--- src/rtl/score_controller.sv ---
// -----------------------------------------------------------------------------
// score_controller
//
// Sequences every score update for the score display path. One-cycle award
// pulses (gold, diamond, monster kill) are collected into per-source pending
// counters. They are then serialised through one shared digit-serial BCD
// adder, and the 6-digit BCD score is published atomically, so the bitmap
// renderer never sees a partial sum.
//
// FSM: IDLE -> ADD (6 cycles, one BCD digit each) -> COMMIT -> IDLE.
// This gives one commit per 8 clocks when awards are queued back to back.
//
// Configuration macro:
//   SCORE_EXTRA_LIFE_EN  When defined, extra_life pulses for one cycle at any
//                        commit that changes digits[23:16], which is once per
//                        10000-point boundary crossed. When undefined,
//                        extra_life is tied to 0.
//
// Ports:
//   clk                  in   1   system clock
//   resetN               in   1   asynchronous active-low reset
//   clear_score          in   1   synchronous new-game clear (highest priority)
//   player_eat_gold      in   1   one-cycle award pulse, GOLD_PTS
//   player_eat_dimond    in   1   one-cycle award pulse, DIAMOND_PTS
//   player_kill_monster  in   1   one-cycle award pulse, MONSTER_PTS
//   score_digits         out  24  committed score, 6 BCD digits, [3:0] = units
//   busy                 out  1   high in any state other than IDLE
//   pend_overflow        out  1   sticky: pulse dropped on a saturated counter
//   extra_life           out  1   one-cycle pulse (SCORE_EXTRA_LIFE_EN only)
// -----------------------------------------------------------------------------
module score_controller #(
    parameter logic [23:0] GOLD_PTS    = 24'h000500,
    parameter logic [23:0] DIAMOND_PTS = 24'h000025,
    parameter logic [23:0] MONSTER_PTS = 24'h000250,
    parameter int unsigned PEND_W      = 3
) (
    input  logic        clk,
    input  logic        resetN,
    input  logic        clear_score,
    input  logic        player_eat_gold,
    input  logic        player_eat_dimond,
    input  logic        player_kill_monster,
    output logic [23:0] score_digits,
    output logic        busy,
    output logic        pend_overflow,
    output logic        extra_life
);

    typedef enum logic [1:0] {
        IDLE   = 2'd0,
        ADD    = 2'd1,
        COMMIT = 2'd2
    } state_e;

    // Source indices into the pending-counter array and the pulse/grant vectors.
    localparam int SRC_GOLD    = 0;
    localparam int SRC_DIAMOND = 1;
    localparam int SRC_MONSTER = 2;

    localparam logic [PEND_W-1:0] PEND_MAX = '1;

    state_e            state_q,  state_d;
    logic [PEND_W-1:0] pend_q[3];
    logic [PEND_W-1:0] pend_d[3];
    logic [23:0]       work_q,   work_d;
    logic [23:0]       addend_q, addend_d;
    logic [23:0]       score_q,  score_d;
    logic [2:0]        idx_q,    idx_d;
    logic              carry_q,  carry_d;
    logic              ovf_q,    ovf_d;

    logic [2:0]        pulse_s;
    logic [2:0]        grant_s;
    logic [4:0]        sum_s;
    logic [3:0]        digit_s;

    assign pulse_s = {player_kill_monster, player_eat_dimond, player_eat_gold};

    // NOTE: every signal driven here gets a default first, so no path can leave
    // it unassigned and infer a latch.
    always_comb begin
        state_d  = state_q;
        pend_d   = pend_q;
        work_d   = work_q;
        addend_d = addend_q;
        score_d  = score_q;
        idx_d    = idx_q;
        carry_d  = carry_q;
        ovf_d    = ovf_q;
        grant_s  = '0;
        sum_s    = '0;
        digit_s  = '0;

        unique case (state_q)
            IDLE: begin
                // Fixed priority: diamond > monster > gold.
                if (pend_q[SRC_DIAMOND] != '0)      grant_s[SRC_DIAMOND] = 1'b1;
                else if (pend_q[SRC_MONSTER] != '0) grant_s[SRC_MONSTER] = 1'b1;
                else if (pend_q[SRC_GOLD] != '0)    grant_s[SRC_GOLD]    = 1'b1;

                if (grant_s != '0) begin
                    state_d  = ADD;
                    work_d   = score_q;
                    idx_d    = '0;
                    carry_d  = 1'b0;
                    addend_d = grant_s[SRC_DIAMOND] ? DIAMOND_PTS :
                               grant_s[SRC_MONSTER] ? MONSTER_PTS : GOLD_PTS;
                end
            end

            ADD: begin
                sum_s = {1'b0, work_q[{idx_q, 2'b00} +: 4]}
                      + {1'b0, addend_q[{idx_q, 2'b00} +: 4]}
                      + {4'b0000, carry_q};
                // s is at most 19, so s - 10 fits in the low nibble modulo 16.
                if (sum_s > 5'd9) begin
                    digit_s = sum_s[3:0] - 4'd10;
                    carry_d = 1'b1;
                end else begin
                    digit_s = sum_s[3:0];
                    carry_d = 1'b0;
                end
                work_d[{idx_q, 2'b00} +: 4] = digit_s;
                idx_d = idx_q + 3'd1;
                if (idx_q == 3'd5) state_d = COMMIT;
            end

            COMMIT: begin
                // A carry out of digit 5 means the sum passed 999999.
                score_d = carry_q ? 24'h999999 : work_q;
                state_d = IDLE;
            end

            default: state_d = IDLE;
        endcase

        // A pulse and a grant on the same source cancel; the pulse is not lost,
        // so it does not count as an overflow even on a saturated counter.
        for (int i = 0; i < 3; i++) begin
            if (pulse_s[i] && !grant_s[i]) begin
                if (pend_q[i] == PEND_MAX) ovf_d = 1'b1;
                else                       pend_d[i] = pend_q[i] + PEND_W'(1);
            end else if (!pulse_s[i] && grant_s[i]) begin
                pend_d[i] = pend_q[i] - PEND_W'(1);
            end
        end

        // New-game clear overrides everything, including same-cycle pulses and
        // an add in flight.
        if (clear_score) begin
            state_d = IDLE;
            score_d = '0;
            ovf_d   = 1'b0;
            for (int i = 0; i < 3; i++) pend_d[i] = '0;
        end
    end

    // NOTE: state registers use non-blocking assignments only, so every
    // always_ff samples the pre-edge values regardless of block ordering.
    always_ff @(posedge clk or negedge resetN) begin
        if (!resetN) begin
            state_q  <= IDLE;
            work_q   <= '0;
            addend_q <= '0;
            score_q  <= '0;
            idx_q    <= '0;
            carry_q  <= 1'b0;
            ovf_q    <= 1'b0;
            for (int i = 0; i < 3; i++) pend_q[i] <= '0;
        end else begin
            state_q  <= state_d;
            work_q   <= work_d;
            addend_q <= addend_d;
            score_q  <= score_d;
            idx_q    <= idx_d;
            carry_q  <= carry_d;
            ovf_q    <= ovf_d;
            pend_q   <= pend_d;
        end
    end

    assign score_digits  = score_q;
    assign busy          = (state_q != IDLE);
    assign pend_overflow = ovf_q;

`ifdef SCORE_EXTRA_LIFE_EN
    logic life_q, life_d;

    // The pulse lands on the COMMIT edge, alongside the new score. A clear in
    // that cycle, or a saturated score that stays unchanged, gives no pulse.
    always_comb begin
        life_d = (state_q == COMMIT) && !clear_score &&
                 (score_d[23:16] != score_q[23:16]);
    end

    always_ff @(posedge clk or negedge resetN) begin
        if (!resetN) life_q <= 1'b0;
        else         life_q <= life_d;
    end

    assign extra_life = life_q;
`else
    assign extra_life = 1'b0;
`endif

endmodule
--- config.mk ---
export PLATFORM = sky130hd
export DESIGN_NAME = score_controller
export DESIGN_NICKNAME = d
export VERILOG_FILES = /design/src/rtl/score_controller.sv
export SDC_FILE = /design/constraint.sdc
export NUM_CORES = 1
export LEC_CHECK = 0
export BUFFER_PORTS_ARGS = -buffer_cell sky130_fd_sc_hd__buf_4
export CORE_UTILIZATION = 51
export DETAILED_ROUTE_END_ITERATION = 7
export PLACE_DENSITY = 0.79
export SKIP_LAST_GASP = 1
export SLEW_MARGIN = 20
export SYNTH_ARGS = -nofsm -noshare
export SYNTH_HDL_FRONTEND = slang
export SYNTH_SLANG_ARGS = --single-unit
export TNS_END_PERCENT = 100
--- constraint.sdc ---
create_clock -name clk -period 11.6 [get_ports clk]
set_input_delay 2.32 -clock clk [delete_from_list [all_inputs] [get_ports clk]]
set_output_delay 2.32 -clock clk [all_outputs]
set_load 0.005 [all_outputs]
# Word-level counts from Yosys, hierarchy flattened
# Index checks and enable logic that the tools add are counted.
# W data, S select, Z words.
# totals
in_bits,6
output_inout_bits,27
elab_cells,113
ff_bits,88
# op_classes
mux,46
n_eq_ne,12
shift,4
add_sub_neg,11
reduce_logical,29
order_cmp,1
# ops
operator,n
$mux W24,4
$pmux W24 S2,1
$shiftx A24 B6 Y4,2
$mux W3,11
$bwmux W24,1
$shift A4 B7 Y24 const A,1
$shiftx A4 B7 Y24,1
$mux W11,2
$reduce_bool A3 Y1,7
$mux W1,18
$ne A3 B3 Y1 const B,5
$add A3 B1 Y3 const B,4
$eq A3 B3 Y1 const B,4
$reduce_and A2 Y1,6
$mux W9,1
$sub A3 B1 Y3 const B,3
$mux W4,2
$neg A5 Y7,1
$logic_and A1 B1 Y1,6
$logic_not A1 Y1,6
$mux W2,3
$pmux W3 S2,1
$reduce_bool A2 Y1,3
$add A4 B4 Y5,1
other kinds (9),9

# Depth between registers and ports, before layout
# Gate-level depths: netlist of run 1.
# depth
depth_word,14
ltp_mapped,16
mapped_depth_nobuf,15

# Worst setup path after synthesis of run 1
# OpenSTA, ideal clock, no wires.
# synth_timing
path_kind,input -> register
from,in player_eat_dimond
to,reg pend_q[4] (netlist bit)
n_path_buf,1
arrival_time_ps,3926
slack_ps,7592
path_stages,7
required_ps,11518
setup_time_ps,82
cell_sequence,clkbuf_1 nor2b_1 fa_1 or3_1 a21oi_1 a21oi_1 a31oi_1
# synth_via
elab_chain_cells,4
elab_cells_between_ends,8
cone_classes,eq/ne (1); mux (2); reduce/logical (5)
# synth_rtl
element,line_no,rtl
from (decl),41,"input logic player_eat_dimond,"
$logic_not A1 Y1,143,end else if (!pulse_s[i] && grant_s[i]) begin
$logic_and A1 B1 Y1,143,
$reduce_bool A3 Y1 (no source line),--,
$reduce_and A2 Y1 (no source line),--,
to (signal assigned),178,pend_q <= pend_d;
to (decl),63,logic [PEND_W-1:0] pend_q[3];
# Several ways; a longest one is shown, not always the timed one.
# A chain may end at the register's enable or synchronous reset.

# Worst setup path in the final report of run 1
# layout_timing
from,reg idx_q[0]
to,reg work_q[18]
# layout_via
elab_chain_cells,9
elab_cells_between_ends,13
cone_classes,add/sub (4); order compare (1); shift (4); mux (4)
# layout_rtl
element,line_no,rtl
from (decl),68,"logic [2:0] idx_q, idx_d;"
from (signal assigned),175,idx_q <= idx_d;
"$shiftx A24 B6 Y4, on equally long branches","112, 113",
$add A4 B4 Y5,113,"+ {1'b0, addend_q[{idx_q, 2'b00} +: 4]}"
$add A5 B1 Y5,114,"+ {4'b0000, carry_q};"
$sub A4 B4 Y4 / $gt A5 B4 Y1 (equally long branches),"117, 116",
$mux W4,116,if (sum_s > 5'd9) begin
$mux W4,94,unique case (state_q)
$shiftx A4 B7 Y24,123,"work_d[{idx_q, 2'b00} +: 4] = digit_s;"
$bwmux W24 (*),123,
$pmux W24 S2 (*),94,
to (signal assigned),172,work_q <= work_d;
to (decl),65,"logic [23:0] work_q, work_d;"
# Mark *: on every way between the ends. The rest lies on a longest branch, timed or not. The select of a mux whose other input is x is not followed.

==> results of run 1 <==
==> layer usage <==
metal / vias to the layer above / routed length (um) / global-route usage
met5: - / 0 / 0
met4: 0 / 130 / 0.0794
met3: 13 / 517 / 0.0494
met2: 116 / 4630 / 0.449
met1: 1640 / 4220 / 0.348
li1: 1573 / - / -
==> state kept, by name, summed over array words and instances (netlist names) <==
name and cells:
addend_q 3, carry_q 1, idx_q 3, pend_overflow 1, pend_q 9, score_digits 24, state_q 2, work_q 24
==> per-stage QoR <==
stage	worst slack, ns	util	instance area [sq um]	hold slack [ns]	power (mW)
CTS	7.18	0.602	4410	0.520	0.954
finish	7.16	0.602	4410	0.518	0.956
detailed placement	7.20	0.572	4200	0.500	0.736
global route	6.93	0.602	4410	0.542	1.02
global placement	7.36	0.572	4200	0.491	0.719
floorplan	7.59	-	3920	0.469	0.647
==> worst max-delay path: cells and delay by family (launching register included) <==
family / cells / cell delay, ns
xor gates and xnor gates: 2 / 0.73
and+or+nand+nor: 1 / 0.17
buffers and inverters: 1 / 0.11
adders and majority gates: 3 / 0.84
muxes: 1 / 0.40
AOI/OAI and AO/OA: 6 / 1.02
DFF: 1 / 1.01
==> kinds of logic after synthesis <==
kind of cell | count (synthesis) | synth area share
other | 1 | 0.000956
xor gates and xnor gates | 6 | 0.0220
muxes | 14 | 0.0389
and+or+nand+nor | 159 | 0.200
DFF | 67 | 0.428
adders and majority gates | 13 | 0.0491
buffers and inverters | 39 | 0.0412
AOI/OAI and AO/OA | 129 | 0.220
==> cell type report <==
class | instances | area [sq um]
Clock buffer | 10 | 128
Clock inverter | 6 | 88.8
Fill cell | 611 | 2920
Inverter | 15 | 56.3
Multi-Input combinational cell | 322 | 2080
Sequential cell | 67 | 1680
Tap cell | 99 | 124
Timing Repair Buffer | 34 | 255
==> cells in the mapped netlist (all sizes together) (4+ instances only) <==
library cell	instances
o21ai	49
a22o	12
nand3	17
dfrtp	67
a31oi	7
fa	4
mux2i	13
buf	5
nor3	8
ha	9
nand2	50
and3	15
nor2	32
nand3b	6
nand2b	8
inv	15
nor2b	6
a211oi	5
a21oi	33
nor3b	4
clkbuf	19
==> how the worst min path moves through the flow <==
stage	endpoint	slack (ns)	cells after the start
after CTS	score_digits[15]$_DFFE_PN0P_	0.52	2
after global placement	score_digits[7]$_DFFE_PN0P_	0.49	2
after floorplan	addend_q[9]$_DFFE_PN0P_	0.47	2
after global routing	score_digits[15]$_DFFE_PN0P_	0.54	2
final	score_digits[11]$_DFFE_PN0P_	0.52	2
after detailed placement	score_digits[15]$_DFFE_PN0P_	0.50	2
==> layout by cell type (no fill, tap or decap), drive strengths merged, types with 3 or more instances in the layout <==
master  count
dfrtp      67
nand2      50
o21ai      49
buf        34
a21oi      33
nor2       32
nand3      17
inv        16
and3       15
mux2i      13
a22o       12
clkbuf     10
ha          9
nand2b      8
nor3        8
a31oi       7
nor2b       6
nand3b      6
a211oi      5
nor3b       4
fa          4
o31ai       3
a21o        3
nand4       3
xnor2       3
or2         3
o22ai       3
==> power groups by stage <==
stage	Sequential [mW]	Clock, mW	Combinational [mW]
detailed placement	0.322	0	0.415
floorplan	0.290	0	0.357
finish	0.319	0.213	0.424
global placement	0.320	0	0.399
CTS	0.318	0.216	0.419
global route	0.324	0.226	0.470
==> impl_metrics.toml, run 1 <==
[run_status]
status = "complete, no violations"

[detailed_routing]
dr.pass1.iters = 5
routedWlPerCell_um = 17.2
final_antenna_net_count = 0
drcViolationCount = 0
drt_iter0_drc = 269
routed_via_density = 6.04
routed_wirelength_um = 9500
vias = 3342

[placed_design]
place_hpwl_um = 6500
port_buffers = 31
place_congestion = 0.898
dp.cells = 537

[worst_setup_path]
worst-setup-path-type = "reg2reg"
endpoint = "work_q[18]$_DFFE_PN0P_"
r2r_setup_slack_ns = 7.16
cp_common_cell = "ha_1"
r2r-start = "idx_q[0]$_DFFE_PN0P_"
rr_worst_depth = 14
max_stage_delay_ns = 1.01
crit_arrival_ns = 4.63
crit_fanout = 24
critPathLaunch = "idx_q[0]$_DFFE_PN0P_"
cp-end-kind = "flop"
path_cells = "mux2i_1 > o32ai_4 > xor2_1 > ha_1 > a21o_1 > fa_1 > inv_1 > xnor3_2 > ha_1 > nor2b_1 > a21oi_4 > a31oi_4 > o2bb2ai_4 > a21oi_1"
required_ns = 11.79
start_kind = "flop"
crit_slowest_cell = "dfrtp_1"
r2r_end = "work_q[18]$_DFFE_PN0P_"

[pwr]
pwr-share-comb = 0.443
p_switching_mw = 0.403
power.internal_mw = 0.553
vdd_ir_drop_max_mv = 0.141
clock_power_share = 0.223
power_density_nw_per_um2 = 217
switching_share = 0.421
leakagePower_nw = 1.97
seqPwrFrac = 0.334

[clock_tree]
clock_sinks = 67
clk_pin_slew_ns = 0.08
tritoncts = "done"
cts_hold_buf = 0
cts_resized = 0
cts-buffers-inserted = 9
clock_latency_ns = 0.35
cts-root-buf = "clkbuf_8"
htreeDepth = 3
cts_setup_buffers = 0
cts_max_path_buffers = 2

[final_layout]
antenna_cells = 0
fin_nets = 468
area_growth_pct = 12.5
final_cell_count_no_fill = 553
drive_gt1_frac = 0.143

[yosys]
synth-edff-count = 0
synth_cell_types = 59
yosysSeqAreaShare = 0.428
yosysTopAreaCellShare = 0.428
synth_seq_cells = 67
synth_nets = 447
yosys_warnings = 0
synth_area_leaders = "dfrtp_1 (43%), nand2_1 (4.8%), o21ai_0 (4.7%)"
postSynthAreaPerCell_sq_um = 9.16
synthCells = 428
netlist.top_cell.by_area = "dfrtp_1"
synthArstFlopShare = 1.00
synth.cell_area_sq_um = 3920
synth_ff_type = "dfrtp_1"

[sta]
slew_violations = 0
fin_crit_sh = 0.383
max-slew-margin-rel = 0.272
finalSetupTns_ns = 0
setup_viol = 0
fmax_mhz = 225
fin_skew_ns = 0.0102
min_period_ns = 4.44
finalHoldViolations = 0
worst_pin_slew_ns = 1.09
rsz0062_at_grt = "false"

[floorplan]
num_rows = 31
die_h_um = 89.7
fp.coreArea_sq_um = 7330
initial_core_util = 0.535
io_pins = 33
dieArea_sq_um = 8040
die_w_um = 89.7

[global_routing]
grt_max_degree = 68
grt_util_all_layers = 0.266
grt_pass1_wl_um = 16100
gr-total-overflow = 0
antenna_found_initial = 0
grt_pass1_vias = 3245

[hold_path]
hp-start = "score_digits[11]$_DFFE_PN0P_"
hold_class = "reg2reg"

[job]
drv_cap = 0
Power figures use the tool's default switching activity.
==> run 2, diff against run 1 <==
==> constraint.sdc (replaced) <==
create_clock -name clk -period 4.3 [get_ports clk]
set_input_delay 0.86 -clock clk [delete_from_list [all_inputs] [get_ports clk]]
set_output_delay 0.86 -clock clk [all_outputs]
set_load 0.005 [all_outputs]
==> run 2 against run 1 <==
Final area is 0.14% higher. Hold slack better by 0.00069 ns. Highest routed layer unchanged. Largest cell class unchanged. Sequential share of layout area is 0.054 points lower. Register-to-register slack worse by 6.9 ns. Clock-buffer cell count is 1 lower. Utilization is 0.085 points higher. Clock skew is 0.0036 ns higher. Combinational power grew to 2.8 times the previous value. Die area stayed put. Total power grew to 2.7 times the previous value.
==> impl_metrics.toml, run 2 (synthesis results as in run 1) <==
[global_routing]
gr-total-overflow = 0
grt_pass1_vias = 3181
antenna_found_initial = 0
grt_max_degree = 68
grt_util_all_layers = 0.264
grt_pass1_wl_um = 15700

[worst_setup_path]
path_depth = 15
start_kind = "flop"
critPathLaunch = "idx_q[0]$_DFFE_PN0P_"
crit_arrival_ns = 4.30
worst-setup-path-type = "reg2reg"
rr_worst_depth = 15
r2r-start = "idx_q[0]$_DFFE_PN0P_"
r2r_end = "work_q[13]$_DFFE_PN0P_"
crit_fanout = 13
crit_slowest_cell = "dfrtp_1"
max_stage_delay_ns = 0.66
cp-end-kind = "flop"
cp_common_cell = "ha_1"
cp_num_buf_inv = 2
endpoint = "work_q[13]$_DFFE_PN0P_"
path_cells = "buf_4 > mux2i_1 > o21bai_1 > xor2_1 > ha_1 > a21o_1 > fa_1 > inv_1 > xnor3_2 > ha_1 > nor2b_1 > a21oi_4 > a31oi_4 > xnor2_4 > o21ai_1"
required_ns = 4.54
crit_family = "XOR/XNOR gates"
r2r_setup_slack_ns = 0.25

[pwr]
vdd_ir_drop_max_mv = 0.377
leakagePower_nw = 1.98
power_density_nw_per_um2 = 577

[sta]
min_period_ns = 4.05
slew_violations = 0
holdWs_ns = 0.519
fin_skew_ns = 0.0139
rsz0062_at_grt = "false"
setup_viol = 0
fin_crit_sh = 0.942
fin_ws_ns = 0.248
finalHoldViolations = 0
fmax_mhz = 247
worst_pin_slew_ns = 1.14
max-slew-margin-rel = 0.240
finalSetupTns_ns = 0

[detailed_routing]
final_antenna_net_count = 0
routedWlPerCell_um = 17.2
drt_iter0_drc = 210
routed_wirelength_um = 9590
dr.pass1.iters = 5
vias = 3379
routed_via_density = 6.08
drcViolationCount = 0

[final_layout]
area_growth_pct = 12.7
antenna_cells = 0
most-common-layout-cells = "dfrtp_1 (67), nand2_1 (50), o21ai_0 (37), buf_4 (37)"
fill_cells = 631
seqCellArea_sq_um = 1680
final_cell_count_no_fill = 556
fin_nets = 471
drive_gt1_frac = 0.151
final_common_cell = "dfrtp_1"
multi_input_area_sq_um = 2080

[clock_tree]
tritoncts = "done"
cts_setup_buffers = 0
cts-root-buf = "clkbuf_8"
cts-buffers-inserted = 9
clock_sinks = 67
clock_latency_ns = 0.37
cts_hold_buf = 0
clk_pin_slew_ns = 0.09
htreeDepth = 3
cts_max_path_buffers = 2
cts_resized = 0

[run_status]
status = "complete, no violations"

[placed_design]
pre_cts_ws_ns = 0.340
dp.cells = 540
place_hpwl_um = 6690
port_buffers = 31
place_congestion = 0.936

[job]
drv_cap = 0

[floorplan]
die_h_um = 89.7
initial_core_util = 0.535
io_pins = 33
fp.coreArea_sq_um = 7330
dieArea_sq_um = 8040
num_rows = 31
die_w_um = 89.7

[hold_path]
hold_class = "reg2reg"
hp-start = "score_digits[11]$_DFFE_PN0P_"
[run 2: changes by cell type in the layout (fill, tap and decap cells not counted), sizes merged]
cell,previous run,this run
clkbuf,10,9
clkinv,1,2
bufinv,2,1
buf,34,37
inv,16,17
[run 2: through the flow]
step            util  total power, mW  cell area, sq um
6_report       0.603             2.55              4420
5_1_grt        0.603             2.70              4420
4_1_cts        0.603             2.54              4420
3_5_place_dp   0.575             1.99              4220
3_3_place_gp   0.575             1.95              4220
2_1_floorplan      -             1.75              3920
[run 2: metal layers]
metal / GRT usage / part of all wire
met1: 0.335 / 0.44
met5: 0 / 0
met4: 0.127 / 0.034
met3: 0.0686 / 0.055
met2: 0.421 / 0.47
[run 2: cell type report]
cell class              count  share of cell area
clock buffers               9              0.0280
inverters                  15              0.0127
multi-input cells         322               0.472
flip-flops and latches     67               0.379
clock inverters             7              0.0173
well taps                  99              0.0280
repair buffers             37              0.0629
[run 2: worst min-delay path, cell delays in order, from the launching register on]
cell and delay (ns):
dfrtp_1 0.37, nand2_1 0.05, o21ai_0 0.06
[run 2: power by group]
group	internal (mW)	total, mW	switching, mW
clock network	0.271	0.544	0.273
registers	0.710	0.837	0.127
logic	0.462	1.17	0.704
total	1.44	2.55	1.10
[run 2: worst min path at each step]
stage                              endpoint  depth (start not counted)
5_1_grt        score_digits[15]$_DFFE_PN0P_                          2
2_1_floorplan       addend_q[9]$_DFFE_PN0P_                          2
3_5_place_dp   score_digits[15]$_DFFE_PN0P_                          2
3_3_place_gp   score_digits[11]$_DFFE_PN0P_                          2
4_1_cts        score_digits[15]$_DFFE_PN0P_                          2
6_report       score_digits[11]$_DFFE_PN0P_                          2
==> run 3, diff against run 2 <==
--- a/config.mk
+++ b/config.mk
@@ -9,6 +9,7 @@
 export CORE_UTILIZATION = 51
 export DETAILED_ROUTE_END_ITERATION = 7
 export PLACE_DENSITY = 0.79
+export REMOVE_ABC_BUFFERS = 1
 export SKIP_LAST_GASP = 1
 export SLEW_MARGIN = 20
 export SYNTH_ARGS = -nofsm -noshare
==> run 3 against run 2 <==
Hold slack got worse by 0.0046 ns. Setup slack better by 0.066 ns. Combinational power is essentially flat. Fmax increased by 1.6%. First-iteration DRC count grew 18%. Critical path type unchanged.
==> impl_metrics.toml, run 3 (synthesis results as in run 1) <==
[run_status]
status = "complete, no violations"

[sta]
finalHoldViolations = 0
setup_viol = 0
rsz0062_at_grt = "false"
slew_violations = 0
max-slew-margin-rel = 0.341
fin_crit_sh = 0.927
worst_pin_slew_ns = 0.980
finalSetupTns_ns = 0
fin_skew_ns = 0.0138
fmax_mhz = 251
min_period_ns = 3.99

[worst_setup_path]
cp-end-kind = "flop"
max_stage_delay_ns = 0.52
crit_fanout = 12
required_ns = 4.51
start_kind = "flop"
worst-setup-path-type = "reg2reg"
cp_num_buf_inv = 1
cp_common_cell = "ha_1"
crit_arrival_ns = 4.19
path_cells = "or2_4 > o22ai_1 > o21bai_1 > xor2_1 > ha_1 > a21o_1 > fa_1 > inv_1 > xnor3_2 > ha_1 > nor2b_1 > a21oi_4 > a31oi_4 > xnor2_4 > a211oi_2"
crit_family = "compound AO/OA/AOI/OAI gates"
crit_slowest_cell = "dfrtp_1"

[placed_design]
port_buffers = 31
place_hpwl_um = 6340
place_congestion = 0.958
place_area_sq_um = 4210
dp.cells = 538

[final_layout]
design_area_sq_um = 4430
final_cell_count_no_fill = 554
most-common-layout-cells = "dfrtp_1 (67), nand2_1 (50), o21ai_0 (37), buf_4 (35), nor2_1 (32)"
fin_nets = 469
drive_gt1_frac = 0.149
multi_input_area_sq_um = 2090
fill_cells = 618
seqCellArea_sq_um = 1680
area_growth_pct = 13.0
final_common_cell = "dfrtp_1"
antenna_cells = 0

[clock_tree]
clk_pin_slew_ns = 0.08
cts-buffers-inserted = 9
htreeDepth = 3
cts_setup_buffers = 0
clock_latency_ns = 0.37
cts-root-buf = "clkbuf_8"
cts_hold_buf = 0
cts_resized = 0
clock_sinks = 67
tritoncts = "done"
cts_max_path_buffers = 2

[job]
drv_cap = 0

[floorplan]
die_w_um = 89.7
io_pins = 33
fp.coreArea_sq_um = 7330
die_h_um = 89.7
num_rows = 31
dieArea_sq_um = 8040
initial_core_util = 0.535

[global_routing]
grt_pass1_vias = 3078
gr-total-overflow = 0
grt_max_degree = 68
antenna_found_initial = 0
grt_pass1_wl_um = 15300
grt_util_all_layers = 0.257

[detailed_routing]
routed_via_density = 5.97
routed_wirelength_um = 9090
final_antenna_net_count = 0
drt_iter0_drc = 248
drcViolationCount = 0
routedWlPerCell_um = 16.4
vias = 3306
dr.pass1.iters = 5

[pwr]
power_density_nw_per_um2 = 585
leakagePower_nw = 1.99
vdd_ir_drop_max_mv = 0.294

[hold_path]
hold_class = "reg2reg"
## run 3: worst min-delay path: stages, from the launching register on
cell	delay, ns
dfrtp_1	0.37
nand2_1	0.05
o21ai_0	0.06
## run 3: per-layer routing
layer,up-vias,wire [um],GRT usage
met5,-,0,0
met4,0,227,0.139
met3,20,550,0.0603
met2,97,4110,0.369
met1,1604,4210,0.359
li1,1585,-,-
## run 3: power by group
group          total, mW  switching (mW)  internal (mW)
sequential         0.830           0.120          0.711
clock              0.584           0.259          0.325
combinational       1.18           0.716          0.462
total               2.59            1.10           1.50
## run 3: cell type report
type / instances / share of cell area
clock buffers: 9 / 0.0280
clock inverters: 7 / 0.0206
inverters: 15 / 0.0127
multi-input cells: 322 / 0.473
flip-flops and latches: 67 / 0.379
well taps: 99 / 0.0280
repair buffers: 35 / 0.0593
## run 3: path summary, 6_finish.rpt
check	startpoint	end	slack, ns	cells past startpoint
max in group asynchronous	resetN	work_q[14]$_DFFE_PN0P_	3.14	1
worst max-delay path	idx_q[1]$_DFFE_PN0P_	work_q[17]$_DFFE_PN0P_	0.31	15
worst min register to register	score_digits[11]$_DFFE_PN0P_	score_digits[11]$_DFFE_PN0P_	0.51	2
worst min-delay path	score_digits[11]$_DFFE_PN0P_	score_digits[11]$_DFFE_PN0P_	0.51	2
min in group asynchronous	resetN	score_digits[3]$_DFFE_PN0P_	0.59	1
worst max register to register	idx_q[1]$_DFFE_PN0P_	work_q[17]$_DFFE_PN0P_	0.31	15
## run 3: stage by stage
stage	setup WS, ns	util	hold WS (ns)	power (mW)
3_5_place_dp	0.389	0.574	0.496	2.00
2_1_floorplan	0.330	-	0.469	1.71
5_1_grt	0.0785	0.604	0.548	2.78
3_3_place_gp	0.516	0.574	0.490	1.95
4_1_cts	0.339	0.603	0.517	2.60
6_report	0.314	0.604	0.514	2.59
